## config.mk

```make
export PLATFORM = sky130hd
export DESIGN_NAME = dmem_port_arbiter
export DESIGN_NICKNAME = d
export VERILOG_FILES = /design/src/rtl/dmem_pkg.sv /design/src/rtl/dmem_lane_align.sv /design/src/rtl/dmem_port_arbiter.sv
export SDC_FILE = /design/constraint.sdc
export NUM_CORES = 1
export LEC_CHECK = 0
export CELL_PAD_IN_SITES_DETAIL_PLACEMENT = 0
export CELL_PAD_IN_SITES_GLOBAL_PLACEMENT = 1
export CORE_UTILIZATION = 35
export CTS_CLUSTER_SIZE = 20
export DETAILED_ROUTE_END_ITERATION = 10
export DONT_BUFFER_PORTS = 1
export GPL_ROUTABILITY_DRIVEN = 0
export PLACE_DENSITY_LB_ADDON = 0.1
export SKIP_CTS_REPAIR_TIMING = 1
export SKIP_LAST_GASP = 1
export SLEW_MARGIN = 20
export SYNTH_ARGS = -nofsm -noshare
export SYNTH_HDL_FRONTEND = slang
export SYNTH_SLANG_ARGS = --single-unit
```

## constraint.sdc

```tcl
create_clock -name clk -period 2.4 [get_ports clk]
set_input_delay 0.36 -clock clk [delete_from_list [all_inputs] [get_ports clk]]
set_output_delay 0.36 -clock clk [all_outputs]
set_load 0.05 [all_outputs]
```

## src/rtl/dmem_pkg.sv

```systemverilog
// ============================================================================
// Package  : dmem_pkg
// Purpose  : Shared arbiter state encoding and load/store size codes.
// Revision : 1.0
// ============================================================================
`default_nettype none

package dmem_pkg;

  typedef enum logic [1:0] {
    ST_IDLE  = 2'd0,
    ST_D_OUT = 2'd1,
    ST_I_OUT = 2'd2
  } state_t;

  localparam logic [1:0] SZ_B = 2'd0;
  localparam logic [1:0] SZ_H = 2'd1;
  localparam logic [1:0] SZ_W = 2'd2;

endpackage

`default_nettype wire

```

## src/rtl/dmem_lane_align.sv

```systemverilog
// ============================================================================
// Module   : dmem_lane_align
// Purpose  : Byte enables, store-lane replication and misalignment detection.
// Revision : 1.0
// ============================================================================
`default_nettype none

module dmem_lane_align
  import dmem_pkg::*;
(
  input  logic        i_we,
  input  logic [1:0]  i_size,
  input  logic [1:0]  i_ofs,
  input  logic [31:0] i_wdata,
  output logic [3:0]  o_be,
  output logic [31:0] o_wdata,
  output logic        o_misalign
);

  always_comb begin
    o_be       = 4'b0000;
    o_wdata    = i_wdata;
    o_misalign = 1'b0;
    case (i_size)
      SZ_B: begin
        o_be    = 4'b0001 << i_ofs;
        o_wdata = {4{i_wdata[7:0]}};
      end
      SZ_H: begin
        o_be       = 4'b0011 << i_ofs;
        o_wdata    = {2{i_wdata[15:0]}};
        o_misalign = i_ofs[0];
      end
      // size code 3 behaves as a word access
      default: begin
        o_be       = 4'b1111;
        o_misalign = |i_ofs;
      end
    endcase
    if (!i_we) begin
      o_be = 4'b0000;
    end
  end

endmodule

`default_nettype wire

```

## src/rtl/dmem_port_arbiter.sv

```systemverilog
// ============================================================================
// Module   : dmem_port_arbiter
// Purpose  : Shares one single-port data RAM between the load/store (D) and
//            fetch (I) paths, with D priority and bounded I starvation.
// Revision : 1.0
// ============================================================================
`default_nettype none

module dmem_port_arbiter
  import dmem_pkg::*;
#(
  parameter int AW         = 10,
  parameter int STARVE_MAX = 4
) (
  input  logic          clk,
  input  logic          rst,
  input  logic          d_req,
  input  logic          d_we,
  input  logic [1:0]    d_size,
  input  logic [31:0]   d_addr,
  input  logic [31:0]   d_wdata,
  output logic [31:0]   d_rdata,
  output logic          d_done,
  output logic          d_misalign,
  output logic          d_stall,
  input  logic          i_req,
  input  logic [31:0]   i_addr,
  output logic [31:0]   i_rdata,
  output logic          i_done,
  output logic          i_stall,
  output logic          ram_cs,
  output logic [3:0]    ram_be,
  output logic [AW-1:0] ram_addr,
  output logic [31:0]   ram_wdata,
  input  logic [31:0]   ram_rdata
);

  localparam logic [3:0] c_STARVE_MAX = 4'(STARVE_MAX);

  state_t      r_state;
  logic [3:0]  r_starve;
  logic        r_d_done;
  logic        r_d_mis;
  logic        r_d_cap;
  logic        r_i_done;
  logic        r_i_cap;
  logic [31:0] r_d_rdata;
  logic [31:0] r_i_rdata;

  logic        w_d_elig;
  logic        w_i_elig;
  logic        w_grant_d;
  logic        w_grant_i;
  logic [3:0]  w_be;
  logic [31:0] w_wdata;
  logic        w_misalign;
  logic        w_unused;

  dmem_lane_align u_align (
    .i_we       (d_we),
    .i_size     (d_size),
    .i_ofs      (d_addr[1:0]),
    .i_wdata    (d_wdata),
    .o_be       (w_be),
    .o_wdata    (w_wdata),
    .o_misalign (w_misalign)
  );

  // The requester that owns the outstanding access is still holding its
  // (already served) request this cycle, so it may not issue again.
  assign w_d_elig  = d_req & (r_state != ST_D_OUT);
  assign w_i_elig  = i_req & (r_state != ST_I_OUT);
  assign w_grant_i = w_i_elig & (~w_d_elig | (r_starve == c_STARVE_MAX));
  assign w_grant_d = w_d_elig & ~w_grant_i;

  always_comb begin
    ram_cs    = 1'b0;
    ram_be    = 4'b0000;
    ram_addr  = '0;
    ram_wdata = '0;
    if (!rst) begin
      if (w_grant_d && !w_misalign) begin
        ram_cs    = 1'b1;
        ram_be    = w_be;
        ram_addr  = d_addr[AW+1:2];
        ram_wdata = w_wdata;
      end else if (w_grant_i) begin
        ram_cs   = 1'b1;
        ram_addr = i_addr[AW+1:2];
      end
    end
  end

  always_ff @(posedge clk or posedge rst) begin
    if (rst) begin
      r_state   <= ST_IDLE;
      r_starve  <= 4'd0;
      r_d_done  <= 1'b0;
      r_d_mis   <= 1'b0;
      r_d_cap   <= 1'b0;
      r_i_done  <= 1'b0;
      r_i_cap   <= 1'b0;
      r_d_rdata <= 32'd0;
      r_i_rdata <= 32'd0;
    end else begin
      if (w_grant_d) begin
        r_state <= ST_D_OUT;
      end else if (w_grant_i) begin
        r_state <= ST_I_OUT;
      end else begin
        r_state <= ST_IDLE;
      end

      r_d_done <= w_grant_d;
      r_d_mis  <= w_grant_d & w_misalign;
      r_d_cap  <= w_grant_d & ~w_misalign & ~d_we;
      r_i_done <= w_grant_i;
      r_i_cap  <= w_grant_i;

      if (r_d_cap) begin
        r_d_rdata <= ram_rdata;
      end
      if (r_i_cap) begin
        r_i_rdata <= ram_rdata;
      end

      if (!i_req || w_grant_i) begin
        r_starve <= 4'd0;
      end else if (w_grant_d && (r_starve != c_STARVE_MAX)) begin
        r_starve <= r_starve + 4'd1;
      end
    end
  end

  // Read data is forwarded in the completion cycle, then held by the register.
  assign d_rdata    = r_d_cap ? ram_rdata : r_d_rdata;
  assign i_rdata    = r_i_cap ? ram_rdata : r_i_rdata;
  assign d_done     = r_d_done;
  assign d_misalign = r_d_mis;
  assign i_done     = r_i_done;
  assign d_stall    = d_req & ~r_d_done;
  assign i_stall    = i_req & ~r_i_done;

  assign w_unused = &{1'b0, d_addr[31:AW+2], i_addr[31:AW+2], i_addr[1:0]};

endmodule

`default_nettype wire

```

==> impl_metrics.py <==
metrics = {
    "route": {
        "num_vias": 2535,
        "wl_per_cell_um": 19.2,
        "viasPerCell": 5.07,
        "wl_um": 9620,
        "drc": 0,
        "dr.pass1.iters": 4,
        "drt_iter0_drc": 82,
        "drtAntennaViolNets": 0,
    },
    "global_routing": {
        "grt.busiest_layer": "met2",
        "use_met1_pct": 17.6,
        "grt_pass1_vias": 2474,
        "grt_pass1_wl_um": 13000,
        "grt.overflow.total": 0,
        "antenna_found_initial": 0,
        "grt_use_met2_pct": 29.2,
        "grt_max_degree": 74,
        "grt_util_met3_pct": 8.21,
        "globalRouteTotalUtil_pct": 16.7,
    },
    "run": {
        "max_cap_viol_count": 0,
    },
    "status": {
        "violations": "setup timing",
        "outcome": "finished with violations",
    },
    "logic_synthesis": {
        "syn_area_per_cell_um2": 11.7,
        "synth_compound_area_share_pct": 8.08,
        "yosys.area_share.adder_pct": 0.709,
        "synth_xor_area_share_pct": 0.496,
        "ys_seq_elements": 73,
        "syn-num-nets": 440,
        "synth_top_family_by_area": "multiplexers",
        "netlist_instances": 303,
        "yosysWarnings": 0,
        "yosys.area_share.simple_pct": 10.5,
        "synth_seq_area_share_pct": 51.7,
        "muxShareOfSynthArea_pct": 24.9,
        "synth_cell_types": 31,
        "synth_area_um2": 3530,
    },
    "floorplan": {
        "die_w_um": 102,
        "core-area_um2": 9770,
        "die-area_um2": 10500,
        "num_io_pins": 251,
        "initial_core_util_pct": 36.1,
        "core.rowCount": 36,
        "chipHeight_um": 102,
    },
    "sta": {
        "fin_worst_skew_ns": 0.00647,
        "rsz0062_at_grt": "yes",
        "maxSlewHeadroom_pct": 39.3,
        "setup_tns_ns": -5.29,
        "fmax_ghz": 0.384,
        "slew_viol_final": 0,
        "finalCriticalPeriod_ns": 2.61,
        "setup_ws_ns": -0.207,
        "worstMarginPinSlew_ns": 0.910,
        "fin_crit_sh_pct": 109,
        "setup_violations": 46,
        "hold_viol_final": 0,
        "whs_ns": 0.0904,
    },
    "final_layout": {
        "diodes": 0,
        "layout.cells.non_filler": 500,
        "design_area_um2": 5070,
        "area_growth_pct": 43.6,
        "layout-drive-gt1-share_pct": 53.4,
        "final_net_count": 499,
        "layout_common_cells": "72 x dfrtp_1, 64 x mux2_2, 21 x buf_12",
        "final_common_cell": "dfrtp_1",
    },
    "placed_design": {
        "hpwl_um": 6770,
        "dp.cells": 474,
        "dpl-instance-area_um2": 4290,
        "io_buffer_count": 0,
    },
    "setup_path": {
        "worst-setup-path-type": "flop to primary output",
        "cp_max_fo": 8,
        "crit_required_ns": 2.04,
        "arrival_ns": 2.25,
        "crit_path_end_kind": "primary output",
        "start_kind": "flop",
    },
    "clocking": {
        "clock-sinks": 73,
        "cts-root-buf": "clkbuf_8",
        "cts_buffers": 9,
        "cts.clk_slew.worst_paths_ns": 0.07,
        "cts_tree": "built",
        "insertion_delay_ns": 0.34,
        "cts_htree_levels": 3,
        "cts_buffer_depth": 2,
    },
    "power": {
        "power-per-cell-area_nw_per_um2": 884,
        "max-vdd-ir-drop_uv": 319,
        "total_power_mw": 4.48,
        "p_leak_nw": 2.15,
    },
    "hold_path": {
        "hold_class": "input port to flop",
    },
}
sequential cells by signal (all words and copies together) (netlist names):
| name | flops |
|---|---|
| d_misalign | 1 |
| r_d_cap | 1 |
| r_d_rdata | 32 |
| r_i_cap | 1 |
| r_i_rdata | 32 |
| r_starve | 4 |
| r_state | 2 |
area by class of cell:
| type | instances | area [um^2] |
|---|---|---|
| Multi-Input combinational cell | 204 | 1840 |
| Clock buffer | 10 | 138 |
| Timing Repair Buffer | 68 | 980 |
| Tap cell | 133 | 166 |
| Sequential cell | 73 | 1830 |
| Fill cell | 865 | 4700 |
| Inverter | 6 | 26.3 |
| Clock inverter | 6 | 91.3 |
power by group:
part / switching (mW) / total (mW) / internal [mW]
logic: 1.41 / 1.85 / 0.431
registers: 0.0775 / 1.57 / 1.49
clock network: 0.455 / 1.07 / 0.615
routing by layer:
| metal | up-vias | wire length [um] |
|---|---|---|
| met5 | - | 0 |
| met4 | 0 | 57 |
| met3 | 6 | 1040 |
| met2 | 135 | 5140 |
| met1 | 1229 | 3380 |
| li1 | 1165 | - |
cell usage after synthesis, drive strengths merged:
cell type  count  area, um^2
dfrtp         73        1830
mux2          64         721
nor2          36         135
a21oi         20         104
mux2i         16         160
o21ai         12        60.1
nand2         11        41.3
a22o          10        87.6
buf           10        63.8
clkbuf        10        38.8
and2           8        50.1
inv            6        22.5
nand3          5        25.0
nor3           4        31.3
nor2b          3        26.3
and3           2        12.5
ha             2        25.0
nand2b         2        12.5
nand3b         2        15.0
xor2           2        17.5
and4           1        8.76
o21a           1        7.51
o311ai         1        26.3
or2            1        6.26
or3            1        6.26
cell families after synthesis:
family / count (synthesis)
AO/OA/AOI/OAI: 44
XOR/XNOR: 2
adder cells (fa/ha/maj): 2
buffers and inverters: 26
flip-flops: 73
multiplexers: 80
AND/OR/NAND/NOR: 76
through the flow:
step | setup WS (ns) | utilization, %
2_1_floorplan | -0.247 | -
3_3_place_gp | 0.124 | 43.8
3_5_place_dp | 0.136 | 43.8
4_1_cts | -0.258 | 46.2
5_1_grt | -0.326 | 51.9
6_report | -0.207 | 51.9
critical path, stage by stage, from the launching register on:
cell      delay (ns)
dfrtp_1         0.38
inv_2           0.05
ha_2            0.17
nand3b_1        0.15
o311ai_4        0.11
or3_4           0.48
buf_8           0.17
nor2_1          0.20
buf_6           0.19
path summary, 6_finish.rpt:
path                       slack, ns        start  depth (start not counted)       endpoint
min                             0.09         d_we                          1        r_d_cap
max in group asynchronous       1.60          rst                          2        r_i_cap
max reg2reg                     0.87      r_i_cap                          2  r_i_rdata[20]
min reg2reg                     0.56  r_starve[1]                          2    r_starve[1]
max                            -0.21  r_starve[0]                          8  ram_wdata[20]
min in group asynchronous       0.19          rst                          2    r_starve[1]
No activity file was read; power rests on OpenSTA's default activity.
